## config.mk

```make
export PLATFORM = sky130hd
export DESIGN_NAME = muldiv_sequencer
export DESIGN_NICKNAME = d
export VERILOG_FILES = /design/src/rtl/muldiv_sequencer.sv
export SDC_FILE = /design/constraint.sdc
export NUM_CORES = 1
export LEC_CHECK = 0
export ABC_CLOCK_PERIOD_IN_PS = 10750
export CAP_MARGIN = 10
export CORE_MARGIN = 3
export CORE_UTILIZATION = 33
export DETAILED_ROUTE_END_ITERATION = 7
export PLACE_DENSITY = 0.52
export SLEW_MARGIN = 15
export SYNTH_ARGS = -nofsm -noshare
export SYNTH_HDL_FRONTEND = slang
export SYNTH_SLANG_ARGS = --single-unit
```

## constraint.sdc

```tcl
create_clock -name clk -period 10.75 [get_ports clk]
set_input_delay 2.15 -clock clk [delete_from_list [all_inputs] [get_ports clk]]
set_output_delay 2.15 -clock clk [all_outputs]
set_load 0.03 [all_outputs]
```

## src/rtl/muldiv_sequencer.sv

```systemverilog
// Multi-cycle MUL/UMULH/UDIV/SDIV sequencer: one bit per cycle through a shared adder.
// Optional MULDIV_EARLY_EXIT_EN: multiplies exit CALC once the remaining multiplier bits are zero.
module muldiv_sequencer #(
  parameter int unsigned DATA_WIDTH = 64,
  parameter int unsigned CNT_WIDTH  = 7
) (
  input  logic                  clk,
  input  logic                  rst,
  input  logic                  start,
  input  logic [1:0]            op,
  input  logic [DATA_WIDTH-1:0] a,
  input  logic [DATA_WIDTH-1:0] b,
  input  logic                  flush,
  output logic                  busy,
  output logic                  stall,
  output logic                  done,
  output logic [DATA_WIDTH-1:0] result,
  output logic                  div_by_zero
);

  localparam logic [1:0] OpMul   = 2'b00;
  localparam logic [1:0] OpUmulh = 2'b01;
  localparam logic [1:0] OpSdiv  = 2'b11;

  typedef enum logic [1:0] {StIdle, StCalc, StFix, StDone} state_e;

  state_e                state_q, state_d;
  logic [CNT_WIDTH-1:0]  cnt_q, cnt_d;
  logic [1:0]            op_q, op_d;
  logic [DATA_WIDTH-1:0] opd_q, opd_d;    // multiplicand or divisor magnitude
  logic [DATA_WIDTH-1:0] hi_q, hi_d;      // product high half or partial remainder
  logic [DATA_WIDTH-1:0] lo_q, lo_d;      // multiplier/product low half or dividend/quotient
  logic                  neg_q, neg_d;
  logic [DATA_WIDTH-1:0] result_q, result_d;
  logic                  dbz_q, dbz_d;
  logic                  busy_q, done_q;
`ifdef MULDIV_EARLY_EXIT_EN
  logic [DATA_WIDTH-1:0] mplier_q, mplier_d;
`endif

  logic [DATA_WIDTH+1:0]   add_x, add_y, add_s;
  logic [DATA_WIDTH-1:0]   hi_it, lo_it, a_mag, b_mag, fix_res;
  logic [2*DATA_WIDTH-1:0] prod;
  logic                    is_sdiv, last_iter;

  // Shared adder: hi + (lo[0] ? multiplicand : 0) for multiply, trial subtract for divide.
  always_comb begin
    if (op_q[1]) begin
      add_x = {1'b0, hi_q, lo_q[DATA_WIDTH-1]};
      add_y = ~{2'b00, opd_q};
    end else begin
      add_x = {2'b00, hi_q};
      add_y = {2'b00, (lo_q[0] ? opd_q : '0)};
    end
    add_s = add_x + add_y + {{(DATA_WIDTH+1){1'b0}}, op_q[1]};
  end

  always_comb begin
    if (op_q[1]) begin
      hi_it = add_s[DATA_WIDTH+1] ? {hi_q[DATA_WIDTH-2:0], lo_q[DATA_WIDTH-1]}
                                  : add_s[DATA_WIDTH-1:0];
      lo_it = {lo_q[DATA_WIDTH-2:0], ~add_s[DATA_WIDTH+1]};
    end else begin
      hi_it = add_s[DATA_WIDTH:1];
      lo_it = {add_s[0], lo_q[DATA_WIDTH-1:1]};
    end
  end

  assign is_sdiv   = (op == OpSdiv);
  assign a_mag     = (is_sdiv && a[DATA_WIDTH-1]) ? ('0 - a) : a;
  assign b_mag     = (is_sdiv && b[DATA_WIDTH-1]) ? ('0 - b) : b;
  assign last_iter = (cnt_q == CNT_WIDTH'(DATA_WIDTH - 1));

  always_comb begin
`ifdef MULDIV_EARLY_EXIT_EN
    // An early exit leaves the product short of DATA_WIDTH - cnt right shifts.
    prod = {hi_q, lo_q} >> (CNT_WIDTH'(DATA_WIDTH) - cnt_q);
`else
    prod = {hi_q, lo_q};
`endif
    unique case (op_q)
      OpMul:   fix_res = prod[DATA_WIDTH-1:0];
      OpUmulh: fix_res = prod[2*DATA_WIDTH-1:DATA_WIDTH];
      default: fix_res = neg_q ? ('0 - lo_q) : lo_q;
    endcase
  end

  always_comb begin
    state_d  = state_q;
    cnt_d    = cnt_q;
    op_d     = op_q;
    opd_d    = opd_q;
    hi_d     = hi_q;
    lo_d     = lo_q;
    neg_d    = neg_q;
    result_d = result_q;
    dbz_d    = dbz_q;
`ifdef MULDIV_EARLY_EXIT_EN
    mplier_d = mplier_q;
`endif
    unique case (state_q)
      StIdle: begin
        if (start && !flush) begin
          op_d  = op;
          cnt_d = '0;
          hi_d  = '0;
          neg_d = is_sdiv && (a[DATA_WIDTH-1] ^ b[DATA_WIDTH-1]);
          dbz_d = op[1] && (b == '0);
          opd_d = op[1] ? b_mag : a;
          lo_d  = op[1] ? a_mag : b;
`ifdef MULDIV_EARLY_EXIT_EN
          mplier_d = b;
`endif
          if (op[1] && (b == '0)) begin
            result_d = '0;
            state_d  = StDone;
          end else begin
            state_d = StCalc;
          end
        end
      end
      StCalc: begin
        if (flush) begin
          state_d = StIdle;
        end else begin
`ifdef MULDIV_EARLY_EXIT_EN
          if (!op_q[1] && (mplier_q == '0)) begin
            state_d = StFix;
          end else begin
            hi_d     = hi_it;
            lo_d     = lo_it;
            cnt_d    = cnt_q + CNT_WIDTH'(1);
            mplier_d = mplier_q >> 1;
            if (last_iter) state_d = StFix;
          end
`else
          hi_d  = hi_it;
          lo_d  = lo_it;
          cnt_d = cnt_q + CNT_WIDTH'(1);
          if (last_iter) state_d = StFix;
`endif
        end
      end
      StFix: begin
        if (flush) begin
          state_d = StIdle;
        end else begin
          result_d = fix_res;
          state_d  = StDone;
        end
      end
      StDone:  state_d = StIdle;
      default: state_d = StIdle;
    endcase
  end

  always_ff @(posedge clk) begin
    if (rst) begin
      state_q  <= StIdle;
      cnt_q    <= '0;
      op_q     <= '0;
      opd_q    <= '0;
      hi_q     <= '0;
      lo_q     <= '0;
      neg_q    <= 1'b0;
      result_q <= '0;
      dbz_q    <= 1'b0;
      busy_q   <= 1'b0;
      done_q   <= 1'b0;
`ifdef MULDIV_EARLY_EXIT_EN
      mplier_q <= '0;
`endif
    end else begin
      state_q  <= state_d;
      cnt_q    <= cnt_d;
      op_q     <= op_d;
      opd_q    <= opd_d;
      hi_q     <= hi_d;
      lo_q     <= lo_d;
      neg_q    <= neg_d;
      result_q <= result_d;
      dbz_q    <= dbz_d;
      busy_q   <= (state_d != StIdle);
      done_q   <= (state_d == StDone);
`ifdef MULDIV_EARLY_EXIT_EN
      mplier_q <= mplier_d;
`endif
    end
  end

  assign busy        = busy_q;
  assign done        = done_q;
  assign result      = result_q;
  assign div_by_zero = dbz_q;
  assign stall       = (start && (state_q == StIdle) && !flush) ||
                       (state_q == StCalc) || (state_q == StFix);

endmodule

```

==> reports/qor.yml, run 1 <==
status: "finished, final reports clean"
synth_commonest_cells: "nor2_1, a21oi_1, nand2_1"
p_comb_frac: 0.199
r2r-start: "op_q[1]$_SDFFE_PP0P_"
cts_max_level: 2
async_flop_share: 0
worstPathRequired_ns: 11.24
critPathBufInv: 5
cp-end-kind: "flip-flop"
holdPathStages: 2
worst_pin_slew_ns: 1.20
clkLatencyLatePin_ns: 0.57
postSynthAreaPerCell_um2: 7.15
cp_top_family: "compound AO/OA/AOI/OAI gates"
start_util: 0.336
syn_to_final_growth_pct: 16.0
netlist_instances: 3248
finalCriticalPeriod_ns: 6.38
synth_area_um2: 23200
drc: 0
synthFlopType: "dfxtp_1"
fin_worst_skew_ns: 0.0302
synth_area_leaders: "dfxtp_1, a21oi_1, o21ai_0"
grt_max_degree: 153
rsz0062_at_grt: "no"
ant_nets: 0
synth_cell_types: 84
p_clk_frac: 0.429
finalSetupViolCount: 0
hold_path_class: "flip-flop to flip-flop"
place_congestion: 0.948
seq_power_share: 0.372
routed_wl_um: 102000
p_int_mw: 2.01
cp_num_cells: 16
vias_per_cell: 5.99
synth_warnings: 0
grt_usage: 0.264
synth_top_area_frac: 0.234
layout-drive-gt1-share: 0.0687
cts_buffers: 37
vias: 25216
slew_headroom: 0.179
clkTransAtPathRegs_ns: 0.06
synth-seq-cells: 271
cpMaxStageDelayCell: "a211oi_1"
root_buffer: "clkbuf_16"
holdBufCountCts: 0
hpwl_um: 76400
cp-start-kind: "flip-flop"
avgRoutedWirePerCell_um: 24.2
tritoncts: "built"
ios: 202
crit_path_start: "op_q[1]$_SDFFE_PP0P_"
overflow: 0
die_width_um: 271
drt_iter0_markers: 2958
dieArea_um2: 73600
die_h_um: 271
cp.arrival_ns: 6.87
first_global_vias: 23360
portBuffers: 201
finalHoldViolations: 0
min_from: "result[52]$_SDFFE_PP0P_"
antenna_found_initial: 3
leakage_nw: 9.15
pwr_density_cell_nw_per_um2: 110
r2r_cells: 16
crit_type: "flip-flop to flip-flop"
maxSlewViolCount: 0
cap_violations: 0
period_share: 0.594
cts_setup_buffers: 0
nFillCells: 7374
post-route-util: 0.390
p_sw_uw: 949
ys_seq_area_frac: 0.234
postCtsResizedCells: 0
synth_nets: 3452
yosysTopAreaCell: "dfxtp_1"
cp_slowest_stage_delay_ns: 0.68
yosysMostFrequentCell: "nor2_1"
cts_max_path_buffers: 3
crit_chain: "inv_4 -> buf_4 -> mux2i_1 -> inv_1 -> fa_1 -> nor2b_1 -> o2111ai_1 -> a2111oi_2 -> o31ai_1 -> buf_4 -> o41a_1 -> a211oi_1 -> or2_2 -> buf_4 -> o221ai_1 -> a21oi_1"
irDropWorstVdd_uv: 79.1
row_count: 96
fin_tns_setup_ns: 0
numClockSinks: 271
crit_top_cell: "buf_4"
synth_edf_count: 0
crit_path_max_fanout: 71
sw_frac_of_total: 0.321
fin_nets: 3455
grt_pass1_wl_um: 151000
design.core.area_um2: 69200
fmax_mhz: 157
dr.pass1.iters: 8
[layout make-up]
type,instances,area [um2],share of cell area
clock inverters,15,178,0.00659
diodes,2,5.00,0.000186
repair buffers,240,2320,0.0861
multi-input cells,2651,16600,0.617
inverters,50,190,0.00706
well taps,931,1160,0.0432
flip-flops and latches,271,5430,0.202
clock buffers,47,1040,0.0388
[sequential cells by signal (all words and copies together), names as in the netlist]
signal	flops
busy	1
cnt_q	7
div_by_zero	1
done	1
hi_q	64
lo_q	64
neg_q	1
op_q	2
opd_q	64
result	64
state_q	2
[power by group through the flow]
stage,sequential (mW),clock (mW),combinational [mW]
after global routing,1.10,1.33,0.634
after floorplan,1.08,0,0.376
after detailed placement,1.12,0,0.578
after CTS,1.10,1.29,0.580
final,1.10,1.27,0.589
after global placement,1.12,0,0.579
[worst paths after layout]
path | endpoint | slack [ns]
worst max register to register | hi_q[1]$_SDFFE_PP0P_ | 4.37
worst min register to register | result[52]$_SDFFE_PP0P_ | 0.45
worst min-delay path | result[52]$_SDFFE_PP0P_ | 0.45
worst max-delay path | hi_q[1]$_SDFFE_PP0P_ | 4.37
[cell usage in the layout, fill, tap and decap left out, types with 45 or more instances in the layout]
| master | instances |
|---|---|
| xnor2_1 | 90 |
| nor2_1 | 363 |
| clkdlybuf4s50_1 | 199 |
| nand2_1 | 303 |
| inv_1 | 48 |
| xor2_1 | 117 |
| nor3_1 | 45 |
| a211oi_1 | 127 |
| mux2_2 | 68 |
| mux2i_1 | 79 |
| o21ai_0 | 297 |
| ha_1 | 68 |
| a21oi_1 | 356 |
| o221ai_1 | 53 |
| nand3_1 | 104 |
| o31ai_1 | 45 |
| dfxtp_1 | 267 |
[per-layer routing]
metal	up-vias	global-route usage	routed length, um
met2	1005	0.418	44800
met1	12026	0.357	44800
met3	193	0.0340	6790
li1	11990	-	-
met5	-	0	10
met4	2	0.122	5310
[per-stage QoR]
step | cells | setup WS (ns) | area, um2 | power [mW] | hold slack, ns
3_3_place_gp | 4143 | 4.50 | 25700 | 1.70 | 0.443
3_5_place_dp | 4143 | 4.32 | 25700 | 1.70 | 0.443
5_1_grt | 4205 | 3.95 | 26900 | 3.06 | 0.484
2_1_floorplan | 3248 | 4.88 | 23200 | 1.46 | 0.442
4_1_cts | 4205 | 4.44 | 26900 | 2.97 | 0.457
6_report | 4207 | 4.37 | 26900 | 2.96 | 0.453
[worst min-delay path, delay by kind of cell (launching register included)]
kind | cells | cell delay, ns
flops | 1 | 0.32
compound gates | 1 | 0.05
simple gates | 1 | 0.04
[kinds of logic (layout without fill, tap and decap cells)]
group                    count (synthesis)  after routing  share of synthesized area
AO/OA/AOI/OAI                         1164           1164                      0.317
XOR/XNOR                               207            207                     0.0781
adder cells (fa/ha/maj)                 70             70                     0.0384
buffers and inverters                  326            352                     0.0538
flip-flops                             271            271                      0.234
multiplexers                           147            147                     0.0670
other                                    0              2                          0
AND/OR/NAND/NOR                       1063           1063                      0.212
No activity file was read; power rests on OpenSTA's default activity.
==> run 2: changes to the inputs <==
Settings changed: ABC_CLOCK_PERIOD_IN_PS 10750 to 5400, PLACE_DENSITY 0.52 to 0.54.
Clock period 10.75 ns to 5.4 ns, I/O delays scaled along.
==> run 2 against run 1 <==
Critical path depth stayed put. Design area up 1.8%. Sequential power increased by 98%. Routed wire length shrank 1.5%. Die area unchanged. Fmax rose by 33%. Non-clock buffer count is 38 higher. Global-route usage down 0.44 points. Sequential share of layout area fell by 0.35 points. Clock skew grew 0.0076 ns.
==> reports/qor.yml, run 2 (synthesized netlist as in run 1, its figures left out) <==
fin_worst_skew_ns: 0.0379  # +0.00763 ns
drt_iter0_markers: 2688  # -9.1%
hpwl_um: 75800  # -0.74%
finalHoldViolations: 0  # unchanged
multiInputGateArea_um2: 16600  # -0.11%
root_buffer: "clkbuf_16"
dp_slack_ns: 0.382  # -3.94 ns
grt_pass1_wl_um: 149000  # -1.4%
finalCriticalPeriod_ns: 4.81  # -1.57 ns
place_congestion: 0.973  # +2.6%
avgRoutedWirePerCell_um: 23.6  # -2.4%
finalSetupViolCount: 0  # unchanged
status: "finished, final reports clean"
cts_setup_buffers: 0  # unchanged
pwr_density_cell_nw_per_um2: 224  # +100%
final_area_um2: 27400  # +1.8%
hold_path_class: "flip-flop to flip-flop"
cp.arrival_ns: 5.28  # -1.59 ns
cts_max_path_buffers: 3  # unchanged
vias_per_cell: 5.97  # -0.42%
tritoncts: "built"
overflow: 0  # unchanged
cp-start-kind: "flip-flop"
place_area_um2: 26100  # +1.4%
start_util: 0.336  # unchanged
cp-end-kind: "flip-flop"
antenna_found_initial: 5  # +2
grt_usage: 0.260  # -0.00438
seq_area_um2: 5430  # unchanged
ios: 202  # unchanged
final_cell_mix: "nor2_1, a21oi_1, nand2_1"
mostFrequentLayoutCell: "nor2_1"
timing.hold.ws_ns: 0.445  # -0.00754 ns
ant_nets: 0  # unchanged
finalWorstSetupSlack_ns: 0.589  # -3.78 ns
row_count: 96  # unchanged
crit_path_max_fanout: 33  # -54%
die_width_um: 271  # unchanged
irDropWorstVdd_uv: 198  # +150%
leakage_nw: 9.44  # +3.1%
fin_tns_setup_ns: 0  # unchanged
maxSlewViolCount: 0  # unchanged
fin_nets: 3492  # +1.1%
period_share: 0.891  # +0.297
dieArea_um2: 73600  # unchanged
cap_violations: 0  # unchanged
syn_to_final_growth_pct: 18.1
r2r-start: "op_q[1]$_SDFFE_PP0P_"
postCtsResizedCells: 0  # unchanged
worst_pin_slew_ns: 1.06  # -0.145 ns
fmax_mhz: 208  # +33%
rsz0062_at_grt: "no"
vias: 25348  # +0.52%
holdBufCountCts: 0  # unchanged
first_global_vias: 23631  # +1.2%
dr.pass1.iters: 6  # -2
clkLatencyLatePin_ns: 0.57  # about the same
slew_headroom: 0.296  # +0.117
crit_type: "flip-flop to flip-flop"
grt_max_degree: 184  # +20%
design.core.area_um2: 69200  # unchanged
numClockSinks: 271  # unchanged
routed_wl_um: 100000  # -1.5%
die_h_um: 271  # unchanged
portBuffers: 201  # unchanged
worstPathRequired_ns: 5.87  # -5.37 ns
cts_max_level: 2  # unchanged
layout-drive-gt1-share: 0.0775  # +0.00880
min_from: "result[60]$_SDFFE_PP0P_"
drc: 0  # unchanged
cts_buffers: 36  # -2.7%
clkTransAtPathRegs_ns: 0.06  # about the same
crit_path_start: "op_q[1]$_SDFFE_PP0P_"
nFillCells: 7316  # -0.79%
run 2: cell count changes in the layout (fill, tap and decap cells not counted), moves of 3 or more:
cell       previous run  this run
buf_4                38        69
bufinv_16             3         9
clkbuf_1              3         8
buf_12                1         8
clkinv_2              6         3
run 2: critical path, cell delays in order, from the launching register on:
cell       delay, ns
dfxtp_4         0.62
inv_4           0.18
mux2i_1         0.28
inv_1           0.09
fa_1            0.40
inv_1           0.08
fa_1            0.24
a211oi_1        0.12
o21a_1          0.24
o41a_1          0.55
a2111oi_0       0.45
buf_4           0.21
nor2_1          0.11
o2111ai_1       0.32
xor2_1          0.31
o221ai_1        0.19
a221oi_1        0.30
run 2: path summary, 6_finish.rpt:
check	to	cells after the start	slack, ns
worst max register to register	hi_q[62]$_SDFFE_PP0P_	16	0.59
worst min-delay path	result[60]$_SDFFE_PP0P_	2	0.45
worst min register to register	result[60]$_SDFFE_PP0P_	2	0.45
worst max-delay path	hi_q[62]$_SDFFE_PP0P_	16	0.59
run 2: stage by stage:
stage	utilization	cells	total power, mW
6_report	0.396	4247	6.16
3_3_place_gp	0.377	4181	3.39
5_1_grt	0.396	4246	6.38
2_1_floorplan	-	3248	2.90
4_1_cts	0.396	4246	6.17
3_5_place_dp	0.377	4181	3.39
run 2: area by class of cell:
| class | instances | area share |
|---|---|---|
| Clock buffer | 50 | 0.0378 |
| Antenna cell | 1 | 0.0000912 |
| Multi-Input combinational cell | 2651 | 0.605 |
| Inverter | 50 | 0.00693 |
| Clock inverter | 15 | 0.0114 |
| Sequential cell | 271 | 0.198 |
| Timing Repair Buffer | 278 | 0.0982 |
| Tap cell | 931 | 0.0425 |
run 2: per-layer routing:
metal,GRT usage,routed length (um),vias to the layer above
li1,-,-,12048
met4,0.128,5550,8
met1,0.350,43900,12068
met5,0,54,-
met3,0.0413,7280,188
met2,0.402,43400,1036
run 2: power by group:
part	internal [mW]	total (mW)	switching (mW)
combinational	0.435	1.19	0.756
sequential	2.07	2.18	0.116
clock	1.77	2.78	1.01
total	4.28	6.16	1.88
